## src/rtl/bcd_7seg_scan_driver.sv

```systemverilog
// Time-multiplexed 7-segment driver for packed BCD digits, with a per-frame snapshot and registered pin outputs.
// Optional macro LEADING_ZERO_BLANK_EN blanks leading zero digits (digit 0 is always shown).
module bcd_7seg_scan_driver #(
  parameter int DIGITS       = 4,
  parameter int REFRESH_DIV  = 50000,
  parameter int COMMON_ANODE = 1
) (
  input  logic                  clk,
  input  logic                  clear_n,
  input  logic [4*DIGITS-1:0]   bcd_in,
  input  logic [DIGITS-1:0]     dp_in,
  output logic [6:0]            seg,
  output logic                  dp,
  output logic [DIGITS-1:0]     an,
  output logic                  frame_tick
);

  localparam int DIV_W = (REFRESH_DIV > 1) ? $clog2(REFRESH_DIV) : 1;
  localparam int IDX_W = (DIGITS > 1) ? $clog2(DIGITS) : 1;
  localparam logic [DIV_W-1:0] DIV_LAST = DIV_W'(REFRESH_DIV - 1);
  localparam logic [IDX_W-1:0] IDX_LAST = IDX_W'(DIGITS - 1);
  localparam logic             INV      = (COMMON_ANODE != 0);
  localparam logic [6:0]       SEG_OFF  = {7{INV}};
  localparam logic [DIGITS-1:0] AN_OFF  = {DIGITS{INV}};

  logic [DIV_W-1:0]    div_cnt_reg, div_cnt_next;
  logic [IDX_W-1:0]    digit_idx_reg, digit_idx_next;
  logic [4*DIGITS-1:0] snap_bcd_reg, snap_bcd_next;
  logic [DIGITS-1:0]   snap_dp_reg, snap_dp_next;
  logic [6:0]          seg_reg, seg_next;
  logic                dp_reg, dp_next;
  logic [DIGITS-1:0]   an_reg, an_next;
  logic                frame_tick_reg, frame_tick_next;

  logic                wrap;
  logic                frame_load;
  logic [3:0]          snap_digit [DIGITS];
  logic [DIGITS-1:0]   digit_sel;
  logic [DIGITS-1:0]   blank_vec;
  logic [3:0]          cur_nibble;
  logic                cur_dp;
  logic                cur_blank;
  logic [6:0]          seg_decoded;
  logic [6:0]          seg_active;

  assign wrap       = (div_cnt_reg == DIV_LAST);
  assign frame_load = wrap && (digit_idx_reg == IDX_LAST);

  genvar gi;
  generate
    for (gi = 0; gi < DIGITS; gi++) begin : g_digit
      assign snap_digit[gi] = snap_bcd_reg[4*gi +: 4];
      assign digit_sel[gi]  = (digit_idx_reg == IDX_W'(gi));
`ifdef LEADING_ZERO_BLANK_EN
      // A digit is leading when it and every digit above it are zero.
      if (gi == 0) begin : g_keep
        assign blank_vec[gi] = 1'b0;
      end else begin : g_lzb
        assign blank_vec[gi] = (snap_bcd_reg[4*DIGITS-1:4*gi] == '0);
      end
`else
      assign blank_vec[gi] = 1'b0;
`endif
    end
  endgenerate

  always_comb begin
    div_cnt_next   = wrap ? '0 : div_cnt_reg + DIV_W'(1);
    digit_idx_next = digit_idx_reg;
    if (wrap) begin
      digit_idx_next = (digit_idx_reg == IDX_LAST) ? '0 : digit_idx_reg + IDX_W'(1);
    end
    snap_bcd_next   = frame_load ? bcd_in : snap_bcd_reg;
    snap_dp_next    = frame_load ? dp_in  : snap_dp_reg;
    frame_tick_next = frame_load;
  end

  always_comb begin
    cur_nibble = 4'h0;
    cur_dp     = 1'b0;
    cur_blank  = 1'b0;
    for (int k = 0; k < DIGITS; k++) begin
      if (digit_sel[k]) begin
        cur_nibble = snap_digit[k];
        cur_dp     = snap_dp_reg[k];
        cur_blank  = blank_vec[k];
      end
    end
  end

  always_comb begin
    seg_decoded = 7'b1000000;
    case (cur_nibble)
      4'd0: seg_decoded = 7'b0111111;
      4'd1: seg_decoded = 7'b0000110;
      4'd2: seg_decoded = 7'b1011011;
      4'd3: seg_decoded = 7'b1001111;
      4'd4: seg_decoded = 7'b1100110;
      4'd5: seg_decoded = 7'b1101101;
      4'd6: seg_decoded = 7'b1111101;
      4'd7: seg_decoded = 7'b0000111;
      4'd8: seg_decoded = 7'b1111111;
      4'd9: seg_decoded = 7'b1101111;
      default: seg_decoded = 7'b1000000;
    endcase
  end

  // Output polarity is applied last so the decode stays active-high.
  always_comb begin
    seg_active = cur_blank ? 7'h00 : seg_decoded;
    seg_next   = SEG_OFF ^ seg_active;
    dp_next    = INV ^ cur_dp;
    an_next    = AN_OFF ^ digit_sel;
  end

  always_ff @(posedge clk or negedge clear_n) begin
    if (!clear_n) begin
      div_cnt_reg    <= '0;
      digit_idx_reg  <= '0;
      snap_bcd_reg   <= '0;
      snap_dp_reg    <= '0;
      seg_reg        <= SEG_OFF;
      dp_reg         <= INV;
      an_reg         <= AN_OFF;
      frame_tick_reg <= 1'b0;
    end else begin
      div_cnt_reg    <= div_cnt_next;
      digit_idx_reg  <= digit_idx_next;
      snap_bcd_reg   <= snap_bcd_next;
      snap_dp_reg    <= snap_dp_next;
      seg_reg        <= seg_next;
      dp_reg         <= dp_next;
      an_reg         <= an_next;
      frame_tick_reg <= frame_tick_next;
    end
  end

  assign seg        = seg_reg;
  assign dp         = dp_reg;
  assign an         = an_reg;
  assign frame_tick = frame_tick_reg;

endmodule

```

## config.mk

```make
export PLATFORM = sky130hd
export DESIGN_NAME = bcd_7seg_scan_driver
export DESIGN_NICKNAME = d
export VERILOG_FILES = /design/src/rtl/bcd_7seg_scan_driver.sv
export SDC_FILE = /design/constraint.sdc
export NUM_CORES = 1
export LEC_CHECK = 0
export ABC_AREA = 1
export BUFFER_PORTS_ARGS = -buffer_cell sky130_fd_sc_hd__buf_2
export CAP_MARGIN = 20
export CORE_MARGIN = 2
export CORE_UTILIZATION = 60
export DETAILED_ROUTE_END_ITERATION = 6
export GPL_TIMING_DRIVEN = 0
export HOLD_SLACK_MARGIN = 0.03
export PLACE_DENSITY = 0.83
export SLEW_MARGIN = 20
export SYNTH_ARGS = -nofsm -noshare
export SYNTH_HDL_FRONTEND = slang
export SYNTH_SLANG_ARGS = --single-unit
```

## constraint.sdc

```tcl
create_clock -name clk -period 3.8 [get_ports clk]
set_clock_uncertainty 0.15 [all_clocks]
set_input_delay 0.19 -clock clk [delete_from_list [all_inputs] [get_ports clk]]
set_output_delay 0.19 -clock clk [all_outputs]
set_load 0.02 [all_outputs]
```

Word-level counts from Yosys, hierarchy flattened
Memory sizes are Yosys's and may differ from the RTL's. Index checks and enable logic that the tools add are counted.

Register bits: 51. Latch bits: 0. Memory bits (writable): 0. ROM bits: 112. Bits of input ports: 22. Output and inout bits: 13. Logic and storage cells: 30. Memories: 1.

Memory list: (name not given) (words 16, width 7, read ports 1, clocked after memory_dff 0, write ports 0, RTL line 93) `case (cur_nibble)`.

$add $sub $neg: 2. Multiply operators: 0. Div/mod/pow operators: 0. $lt $le $gt $ge: 0. Eq/ne operators: 4. Shift operators: 0. Muxes and demuxes: 10. Bitwise logic cells: 3. Reduce and logical (&&, ||, !) cells: 2.

Operator list (number): $add 16x1->16 const B (1); $eq 16x16->1 const B (1); $mux 16 (1); $mux 4 (4); $not 7->7 (1); $eq 2x2->1 const B (2); $mux 1 (4); $not 4->4 (1); $add 2x1->2 const B (1); $eq 2x1->1 const B (1); $logic_not 2->1 (1); $mux 2 (1); $logic_and 1x1->1 (1); $not 1->1 (1).

Depth between registers and ports, before layout
Gate-level depths: netlist of the first run. An unclocked memory read counts as a cell.

Word-level depth: 7. Depth in mapped cells: 14. Gate-level depth less buffers: 14.

Worst setup path after synthesis of the first run
No wires, ideal clock.

Kind: register -> register. Start: reg digit_idx_reg[0]. End: reg seg_reg[3], in the netlist seg[3]. Arrival time: 1778 ps. Data required time: 3573 ps. Slack: 1795 ps. Stages on the path, launching flop included: 13. Buffers on the path: 0. Clock period less this slack: 2005 ps. Cell sequence: dfrtp_1 > inv_1 > ha_1 > inv_2 > nor2_1 > nor2_1 > a21boi_2 > inv_1 > ha_1 > inv_1 > nand3_1 > nand3_1 > nand2_1.

Word-level cells in the longest chain between the ends: 7. Elaborated cells between the ends (all ways): 10.

Ends and longest elaborated chain: from (decl) (RTL line 27) `logic [IDX_W-1:0] digit_idx_reg, digit_idx_next;`; from (signal assigned) (RTL line 128) `digit_idx_reg <= digit_idx_next;`; $logic_not 2->1 (RTL line 53) `assign digit_sel[gi] = (digit_idx_reg == IDX_W'(gi));`; $mux 4 (3 in series) (RTL line 83) `if (digit_sel[k]) begin`; $mux 4 * (RTL line 83); $mem_v2 16x7 *; $not 7->7 (no source line) *; named net seg_next[3] (RTL line 30) `logic [6:0] seg_reg, seg_next;`; to (signal assigned) (RTL line 131) `seg_reg <= seg_next;`; to (decl) (RTL line 30).

The timed path passes the listed nets; every way through them passes the cells marked *. A chain may end at the register's enable or synchronous reset.

Final worst setup path of the first run
Start: reg digit_idx_reg[1]. End: reg seg_reg[3], in the netlist seg[3].

Same word-level chain as after synthesis.

==> results of run 1 <==
[timing repair]
action,4_1_cts,5_1_grt
endpoints found under the hold margin,59,0
hold buffers,21,0
gates resized for setup,0,0
[cells in the final DEF (no fill, tap or decap), types with 10 or more instances in the layout]
cell type | synthesis | layout
dlygate4sd3_1 | 0 | 21
buf_2 | 1 | 34
inv_1 | 32 | 32
dfrtp_1 | 39 | 39
nand3_1 | 35 | 35
nand2_1 | 92 | 92
nor2_1 | 26 | 26
dfstp_2 | 12 | 12
ha_1 | 10 | 10
[logic make-up after synthesis]
kind of cell | synth area share (%)
compound gates | 3.50
simple gates | 31.6
flops | 49.4
fa+ha+maj | 4.79
xor+xnor | 2.01
buf+inv | 8.62
[power groups by stage]
stage / sequential [W] / combinational (W) / clock (W)
after floorplan: 0.000553 / 0.00000000262 / 0
after global placement: 0.000553 / 0.0000217 / 0
after detailed placement: 0.000553 / 0.0000218 / 0
after CTS: 0.000543 / 0.0000384 / 0.000449
after global routing: 0.000543 / 0.0000426 / 0.000471
final: 0.000543 / 0.0000385 / 0.000441
[per-stage QoR]
| step | hold WS [ns] | instances |
|---|---|---|
| 2_1_floorplan | -0.256 | 308 |
| 3_3_place_gp | 0.265 | 392 |
| 3_5_place_dp | 0.274 | 392 |
| 4_1_cts | 0.313 | 421 |
| 5_1_grt | 0.334 | 421 |
| 6_report | 0.285 | 421 |
[metal layers]
metal  track usage (%)  up-vias  routed length, um
met5                 0        -                  0
met4              7.91        0                 73
met3              4.62        6                281
met2              39.6       67               2710
met1              30.7     1047               2440
li1                  -     1078                  -
[final cells by class]
| cell class | instances | area [sq um] | share of cell area, % |
|---|---|---|---|
| multi-input cells | 210 | 1090 | 34.3 |
| plain buffers | 8 | 76.3 | 2.39 |
| inverters | 39 | 149 | 4.67 |
| well taps | 50 | 62.6 | 1.96 |
| flip-flops and latches | 51 | 1290 | 40.5 |
| repair buffers | 55 | 383 | 12.0 |
| clock inverters | 2 | 60.1 | 1.88 |
| clock buffers | 6 | 72.6 | 2.28 |
[worst paths after layout]
kind,from,to,cells after the start
setup / recovery,digit_idx_reg[1],seg[3],12
hold / removal,clear_n,div_cnt_reg[12],2
setup reg to reg,digit_idx_reg[1],seg[3],12
hold reg to reg,div_cnt_reg[0],div_cnt_reg[0],1
max in group asynchronous,clear_n,div_cnt_reg[8],2
min in group clk,div_cnt_reg[0],div_cnt_reg[0],1
[critical path: stages, from the launching register on]
cell and delay, ns:
dfrtp_1 0.41, inv_1 0.10, ha_1 0.35, nor2_2 0.11
nand2_1 0.08, nand2_1 0.07, a21boi_2 0.27, inv_1 0.11
ha_1 0.30, inv_1 0.05, nand3_1 0.08, nand3_1 0.10
nand2_1 0.05
==> out/results.ini, run 1 <==
[die]
fp.dieW_um=70.0
core_area_sq_um=4090
io_pins=35
die_y_um=70.0
die_area_sq_um=4900
rows=23
start_util_pct=63.9

[power_and_ir_drop]
switching_share_pct=19.0
power-per-cell-area_nw_per_um2=320
intPower_w=0.000828
p_seq_share_pct=53.1
finalPower_w=0.00102
pwr-share-comb_pct=3.8
pwr-share-clk_pct=43.1
vdd_drop_max_mv=0.222
switchingPower_w=0.000194
leakagePower_nw=1.60

[synth]
netlist_instances=308
synth-seq-cells=51
synth_top_area_share_pct=37.4
async_flop_share_pct=100
netlist_area_sq_um=2610
synth.distinct_cells=33
synth_edf_count=0
yosysMostFrequentCell=nand2_1
avgSynthCellArea_sq_um=8.48
yosysTopAreaCell=dfrtp_1
synthTopCellsByCount=92 x nand2_1, 39 x dfrtp_1, 35 x nand3_1
synth_nets=340
synthTopCellsByArea=dfrtp_1 37%, nand2_1 13%, dfstp_2 12%
yosys_warnings=0
yosys_most_used_dff=dfrtp_1
ys_seq_area_share_pct=49.4

[worst_setup_path]
worst_ep_arrival_time_ns=2.41
worst_ep_required_time_ns=3.90
reg2reg_slack_ns=1.49
crit_fanout=7
worstSetupEndpointType=flip-flop
startpoint_type=flip-flop
crit_type=flip-flop to flip-flop

[layout]
syn_to_final_growth_pct=22.1
fillers=254
antenna_cells=0
finalInstanceArea_sq_um=3190
fin_util_pct=78.0
final_nets=402
layout-drive-gt1-share_pct=24.3

[timing]
slew_violations=0
fmax_mhz=433
hold_viol_final=0
post-route-min-period_ns=2.31
period_share_pct=60.8
fin_setup_tns_ns=0
fin_ws_ns=1.49
setup_violations=0
worst_pin_slew_ns=0.622
slew_headroom_pct=58.5
rsz0062_at_grt=no

[outcome]
outcome=finished, final reports clean

[clock_network]
clockBufferDepth=2
path_clk_slew_ns=0.09
cts_tree=done
htree_num_levels=2
clock-sinks=51
cts_setup_buffers=0
clk_latency_ns=0.31
clockRootBuffer=clkbuf_8
numCtsBuffers=5

[routing]
drt-wirelength-per-cell_um=13.1
num_vias=2198
wl_um=5510
ant_nets=0
drtPass1Iterations=4
drtIter0Drc=210
drc=0
viasPerCell=5.22

[global_route]
grtUsageTotal_pct=23.6
grt_overflow=0
grt_antenna_before_repair=0
grt_pass1_vias=2060
grt_pass1_wl_um=9140
grt_max_degree=52

[placed_design]
gp_congestion=0.865
place_hpwl_um=3700
place_area_sq_um=2840
port_buffers=34
place_worst_setup_slack_ns=1.55

[job]
cap_violations=0

[min_path]
min_path_type=primary input to asynchronous set/reset pin

Note: power is estimated with default switching activity, not from simulation.
==> run 2, diff against run 1 <==
--- a/config.mk
+++ b/config.mk
@@ -5,15 +5,15 @@
 export SDC_FILE = /design/constraint.sdc
 export NUM_CORES = 1
 export LEC_CHECK = 0
-export ABC_AREA = 1
+export ABC_AREA = 0
 export BUFFER_PORTS_ARGS = -buffer_cell sky130_fd_sc_hd__buf_2
 export CAP_MARGIN = 20
 export CORE_MARGIN = 2
-export CORE_UTILIZATION = 60
+export CORE_UTILIZATION = 51
 export DETAILED_ROUTE_END_ITERATION = 6
 export GPL_TIMING_DRIVEN = 0
 export HOLD_SLACK_MARGIN = 0.03
-export PLACE_DENSITY = 0.83
+export PLACE_DENSITY = 0.75
 export SLEW_MARGIN = 20
 export SYNTH_ARGS = -nofsm -noshare
 export SYNTH_HDL_FRONTEND = slang
==> constraint.sdc (replaced) <==
create_clock -name clk -period 2.1 [get_ports clk]
set_clock_uncertainty 0.15 [all_clocks]
set_input_delay 0.105 -clock clk [delete_from_list [all_inputs] [get_ports clk]]
set_output_delay 0.105 -clock clk [all_outputs]
set_load 0.02 [all_outputs]
==> out/results.ini, run 2 <==
[outcome]
outcome=complete, but fails checks
violations=negative setup slack

[clock_network]
htree_num_levels=2  ; unchanged
clock-sinks=51  ; unchanged
clockBufferDepth=2  ; unchanged
numCtsBuffers=5  ; unchanged
cts_tree=done
path_clk_slew_ns=0.10  ; about the same
clk_latency_ns=0.31  ; about the same
clockRootBuffer=clkbuf_8

[synth]
ys_seq_area_share_pct=53.1  ; +3.6 points
async_flop_share_pct=100  ; unchanged
synth_nets=228  ; -33%
yosys_warnings=0  ; unchanged
synth_top_area_share_pct=40.1  ; +2.7 points
yosysMostFrequentCell=dfrtp_1
synthTopCellsByCount=39 x dfrtp_1, 19 x mux2_4, 16 x nor2_1
yosys_most_used_dff=dfrtp_1
synth_edf_count=0  ; unchanged
netlist_instances=196  ; -36%
avgSynthCellArea_sq_um=12.4  ; +46%
synth.distinct_cells=41  ; +24%
yosysTopAreaCell=dfrtp_1
synthTopCellsByArea=dfrtp_1 40%, dfstp_2 13%, mux2_4 12%
synth-seq-cells=51  ; unchanged
netlist_area_sq_um=2430  ; -6.9%

[timing]
post-route-min-period_ns=2.15  ; -0.158 ns
fmax_mhz=465  ; +7.4%
setup_violations=3  ; +3
hold_viol_final=0  ; unchanged
period_share_pct=102  ; +42 points
fin_ws_ns=-0.0524  ; -1.54 ns
slew_headroom_pct=58.5  ; -0.090 points
slew_violations=0  ; unchanged
worst_pin_slew_ns=0.623  ; +0.00136 ns
rsz0062_at_grt=yes

[global_route]
grt_max_degree=52  ; unchanged
grt_antenna_before_repair=0  ; unchanged
grt_pass1_wl_um=7720  ; -15%
grt_overflow=0  ; unchanged
grt_pass1_vias=1686  ; -18%
grtUsageTotal_pct=19.4  ; -4.2 points

[routing]
drtIter0Drc=57  ; -73%
num_vias=1704  ; -22%
drt-wirelength-per-cell_um=15.2  ; +16%
drc=0  ; unchanged
ant_nets=0  ; unchanged
drtPass1Iterations=4  ; unchanged
wl_um=4910  ; -11%
viasPerCell=5.28  ; +1.0%

[die]
fp.dieW_um=73.1  ; +4.4%
die_area_sq_um=5340  ; +9.0%
core_area_sq_um=4660  ; +14%
io_pins=35  ; unchanged
rows=25  ; +8.7%
die_y_um=73.1  ; +4.4%
start_util_pct=52.2  ; -12 points

[layout]
finalInstanceArea_sq_um=3190  ; +0.16%
layout-drive-gt1-share_pct=43.5  ; +19 points
antenna_cells=0  ; unchanged
syn_to_final_growth_pct=31.3
final_nets=300  ; -25%
fin_util_pct=68.5  ; -9.5 points
final_common_cell=dfrtp_1
fillers=317  ; +25%
mostFrequentLayoutCells=37 x dfrtp_1, 34 x buf_2, 21 x dlygate4sd3_1

[placed_design]
port_buffers=34  ; unchanged
gp_congestion=0.833  ; -3.7%
place_area_sq_um=2670  ; -6.0%
place_hpwl_um=3010  ; -19%

[power_and_ir_drop]
vdd_drop_max_mv=0.322  ; +45%
power-per-cell-area_nw_per_um2=633  ; +97%
leakagePower_nw=1.54  ; -4.1%

[job]
cap_violations=0  ; unchanged

[worst_setup_path]
worst_ep_required_time_ns=2.18  ; -1.72 ns
startpoint_type=flip-flop
crit_fanout=10  ; +3
worst_ep_arrival_time_ns=2.24  ; -0.17 ns
worstSetupEndpointType=flip-flop
crit_type=flip-flop to flip-flop

[min_path]
min_path_type=primary input to asynchronous set/reset pin

==> run 2: repair_timing <==
action	in CTS	in global routing
endpoints found under the setup margin	26	26
pin swaps	6	4
hold buffers	21	0
resized for setup	19	7
hold endpoints to repair	59	0
buffers inserted	7	4
==> run 2: area by class of cell <==
type / count / area [sq um] / area share, %
plain buffers: 5 / 46.3 / 1.45
clock buffers: 5 / 68.8 / 2.15
clock inverters: 3 / 67.6 / 2.12
inverters: 11 / 43.8 / 1.37
multi-input cells: 128 / 1140 / 35.7
flip-flops and latches: 51 / 1290 / 40.5
well taps: 54 / 67.6 / 2.12
repair buffers: 66 / 465 / 14.6
==> run 2: worst max-delay path, stage by stage (launching register included) <==
cell and delay (ns):
dfrtp_2 0.46, ha_2 0.22, buf_6 0.15, inv_2 0.09
o22a_1 0.19, and2_4 0.18, inv_2 0.05, ha_2 0.18
mux2_2 0.27, a22oi_2 0.14
==> run 2: worst paths after layout <==
check	from	to	slack, ns	cells after the start
setup / recovery	digit_idx_reg[0]	seg[4]	-0.05	9
hold / removal	clear_n	snap_bcd_reg[14]	0.21	2
setup reg to reg	digit_idx_reg[0]	seg[4]	-0.05	9
hold reg to reg	snap_dp_reg[3]	dp	0.30	1
max in group asynchronous	clear_n	div_cnt_reg[0]	1.13	2
min in group clk	snap_dp_reg[3]	dp	0.30	1
==> run 2: power by group <==
group | internal (W) | total (W) | switching, W
Clock | 0.000475 | 0.000803 | 0.000328
Sequential | 0.00102 | 0.00104 | 0.0000158
Combinational | 0.0000973 | 0.000180 | 0.0000827
Total | 0.00159 | 0.00202 | 0.000426
==> run 2: logic make-up (layout without fill, tap and decap cells) <==
group	count (synthesis)	in the layout	synth area share, %
mux	21	21	12.7
simple gates	58	58	12.7
fa+ha+maj	10	10	5.14
flops	51	51	53.1
xor+xnor	14	14	5.04
buf+inv	17	90	3.65
compound gates	25	25	7.77
==> run 2: layer usage <==
layer | part of all wire, % | vias to the layer above | global-route usage (%)
li1 | - | 813 | -
met1 | 44 | 839 | 22.8
met2 | 50 | 39 | 33.0
met3 | 2.8 | 13 | 4.97
met4 | 3.2 | 0 | 9.05
met5 | 0 | - | 0
==> run 2: through the flow <==
| step | worst slack, ns | TNS, ns | hold slack, ns | std cells | total power (W) |
|---|---|---|---|---|---|
| after global routing | -0.125 | -0.619 | 0.265 | 323 | 0.00209 |
| after detailed placement | -0.252 | -3.27 | 0.189 | 284 | 0.00120 |
| after global placement | -0.252 | -3.29 | 0.186 | 284 | 0.00119 |
| after floorplan | 0.0101 | 0 | -0.341 | 196 | 0.00114 |
| final | -0.0524 | -0.0634 | 0.210 | 323 | 0.00202 |
| after CTS | -0.0450 | -0.169 | 0.286 | 319 | 0.00203 |
==> run 3, diff against run 2 <==
--- a/config.mk
+++ b/config.mk
@@ -14,6 +14,7 @@
 export GPL_TIMING_DRIVEN = 0
 export HOLD_SLACK_MARGIN = 0.03
 export PLACE_DENSITY = 0.75
+export REMOVE_ABC_BUFFERS = 1
 export SLEW_MARGIN = 20
 export SYNTH_ARGS = -nofsm -noshare
 export SYNTH_HDL_FRONTEND = slang
==> out/results.ini, run 3 (synthesis results as in run 2) <==
[layout]
final_common_cell=dfrtp_1
final_nets=311  ; +3.7%
fin_util_pct=71.6  ; +3.1 points
mostFrequentLayoutCells=37 x dfrtp_1, 33 x buf_2, 24 x buf_4
layout-drive-gt1-share_pct=48.2  ; +4.7 points
fillers=287  ; -9.5%
antenna_cells=0  ; unchanged
finalInstanceArea_sq_um=3340  ; +4.5%
syn_to_final_growth_pct=37.2
regArea_sq_um=1290  ; unchanged
multi_input_area_sq_um=1230  ; +7.9%

[timing]
slew_headroom_pct=58.4  ; -0.095 points
slew_violations=0  ; unchanged
hold_viol_final=0  ; unchanged
period_share_pct=105  ; +2.9 points
worst_pin_slew_ns=0.625  ; +0.00142 ns
setup_violations=7  ; +4
fin_ws_ns=-0.113  ; -0.0601 ns
post-route-min-period_ns=2.21  ; +0.0601 ns
fmax_mhz=452  ; -2.7%
rsz0062_at_grt=yes

[min_path]
min_path_type=primary input to asynchronous set/reset pin

[die]
rows=25  ; unchanged
io_pins=35  ; unchanged
die_y_um=73.1  ; unchanged
fp.dieW_um=73.1  ; unchanged
core_area_sq_um=4660  ; unchanged
start_util_pct=52.2  ; unchanged
die_area_sq_um=5340  ; unchanged

[global_route]
grt_overflow=0  ; unchanged
grt_pass1_vias=1728  ; +2.5%
grtUsageTotal_pct=19.4  ; +0.039 points
grt_pass1_wl_um=7890  ; +2.2%
grt_max_degree=52  ; unchanged
grt_antenna_before_repair=0  ; unchanged

[routing]
dr_wl_met3_um=159  ; +16%
viasPerCell=5.21  ; -1.3%
wl_met2_um=2560  ; +4.4%
drc=0  ; unchanged
wl_um=5000  ; +1.8%
drtPass1Iterations=4  ; unchanged
ant_nets=0  ; unchanged
num_vias=1739  ; +2.1%
drtIter0Drc=73  ; +28%
wl_met1_um=2210  ; +2.1%
topRoutingLayerUsed=met4
drt-wirelength-per-cell_um=15.0  ; -1.6%

[clock_network]
clockBufferDepth=2  ; unchanged
htree_num_levels=2  ; unchanged
numCtsBuffers=5  ; unchanged
clock-sinks=51  ; unchanged
clockRootBuffer=clkbuf_8
path_clk_slew_ns=0.09  ; about the same
clk_latency_ns=0.30  ; about the same
cts_tree=done

[placed_design]
gp_congestion=0.794  ; -4.6%
port_buffers=34  ; unchanged
place_hpwl_um=2700  ; -10%
place_area_sq_um=2620  ; -1.9%

[worst_setup_path]
startpoint_type=flip-flop
crit_fanout=5  ; -5
worstSetupEndpointType=flip-flop
crit_type=flip-flop to flip-flop
reg2reg_depth=10  ; +1
worst_ep_required_time_ns=2.17  ; about the same
crit_start=digit_idx_reg[0]
reg2reg_slack_ns=-0.11  ; -0.06 ns
worst_ep_arrival_time_ns=2.28  ; +0.04 ns
r2r-start=digit_idx_reg[0]
r2r_end=seg[6]

[power_and_ir_drop]
power-per-cell-area_nw_per_um2=544  ; -14%
finalPower_w=0.00182  ; -10%
leakagePower_nw=1.57  ; +2.2%
vdd_drop_max_mv=0.347  ; +7.8%

[job]
cap_violations=0  ; unchanged

[outcome]
violations=negative setup slack
outcome=complete, but fails checks

[run 3: what timing repair did]
| action | 4_1_cts | 5_1_grt |
|---|---|---|
| hold buffers | 21 | 0 |
| endpoints found under the hold margin | 59 | 0 |
| endpoints found under the setup margin | 29 | 27 |
| gates resized for setup | 31 | 18 |
| pin swaps | 13 | 11 |
| setup buffers | 19 | 8 |
[run 3: through the flow]
step                      setup WS, ns  std cells  setup TNS, ns  hold WS [ns]
after floorplan                 -0.128        190          -2.55        -0.341
after global placement          -0.514        278         -11.48         0.187
after detailed placement        -0.546        278         -12.42         0.190
after CTS                      -0.0198        326        -0.0431         0.281
after global routing            -0.194        334          -1.14         0.291
final                           -0.113        334         -0.559         0.204
[run 3: area by class of cell]
type,instances,share of cell area [%]
sequential,51,38.8
multi-input combinational,128,36.9
timing repair buffer,82,18.3
clock buffer,7,2.59
tap,54,2.02
inverter,11,1.39
clock inverter,1,0.112
[run 3: power breakdown]
group	leakage (nW)	switching (W)	internal, W
sequential	0.607	0.0000150	0.00102
clock	0.0459	0.000304	0.000265
combinational	0.919	0.0000952	0.000116
[run 3: worst max-delay path: stages, from the launching register on]
cell and delay (ns):
dfrtp_2 0.48, inv_4 0.12, ha_4 0.16, nor2b_4 0.15, a22oi_2 0.06, a221o_1 0.42, inv_2 0.13, buf_6 0.11
ha_4 0.12, nor2_2 0.03, a211oi_2 0.20
[run 3: worst max path at each step]
stage                            endpoint  slack [ns]  cells after the start
final                              seg[6]       -0.11                     10
after detailed placement  snap_bcd_reg[4]       -0.55                      6
after global placement    snap_bcd_reg[7]       -0.51                      6
after CTS                          seg[4]       -0.02                      8
after floorplan           snap_bcd_reg[0]       -0.13                      6
after global routing               seg[1]       -0.19                      8
[run 3: layer usage]
metal  vias up  GRT usage, %
met2        40          33.6
li1        836             -
met1       856          24.0
met4         0          7.61
met5         -             0
met3         7          3.45
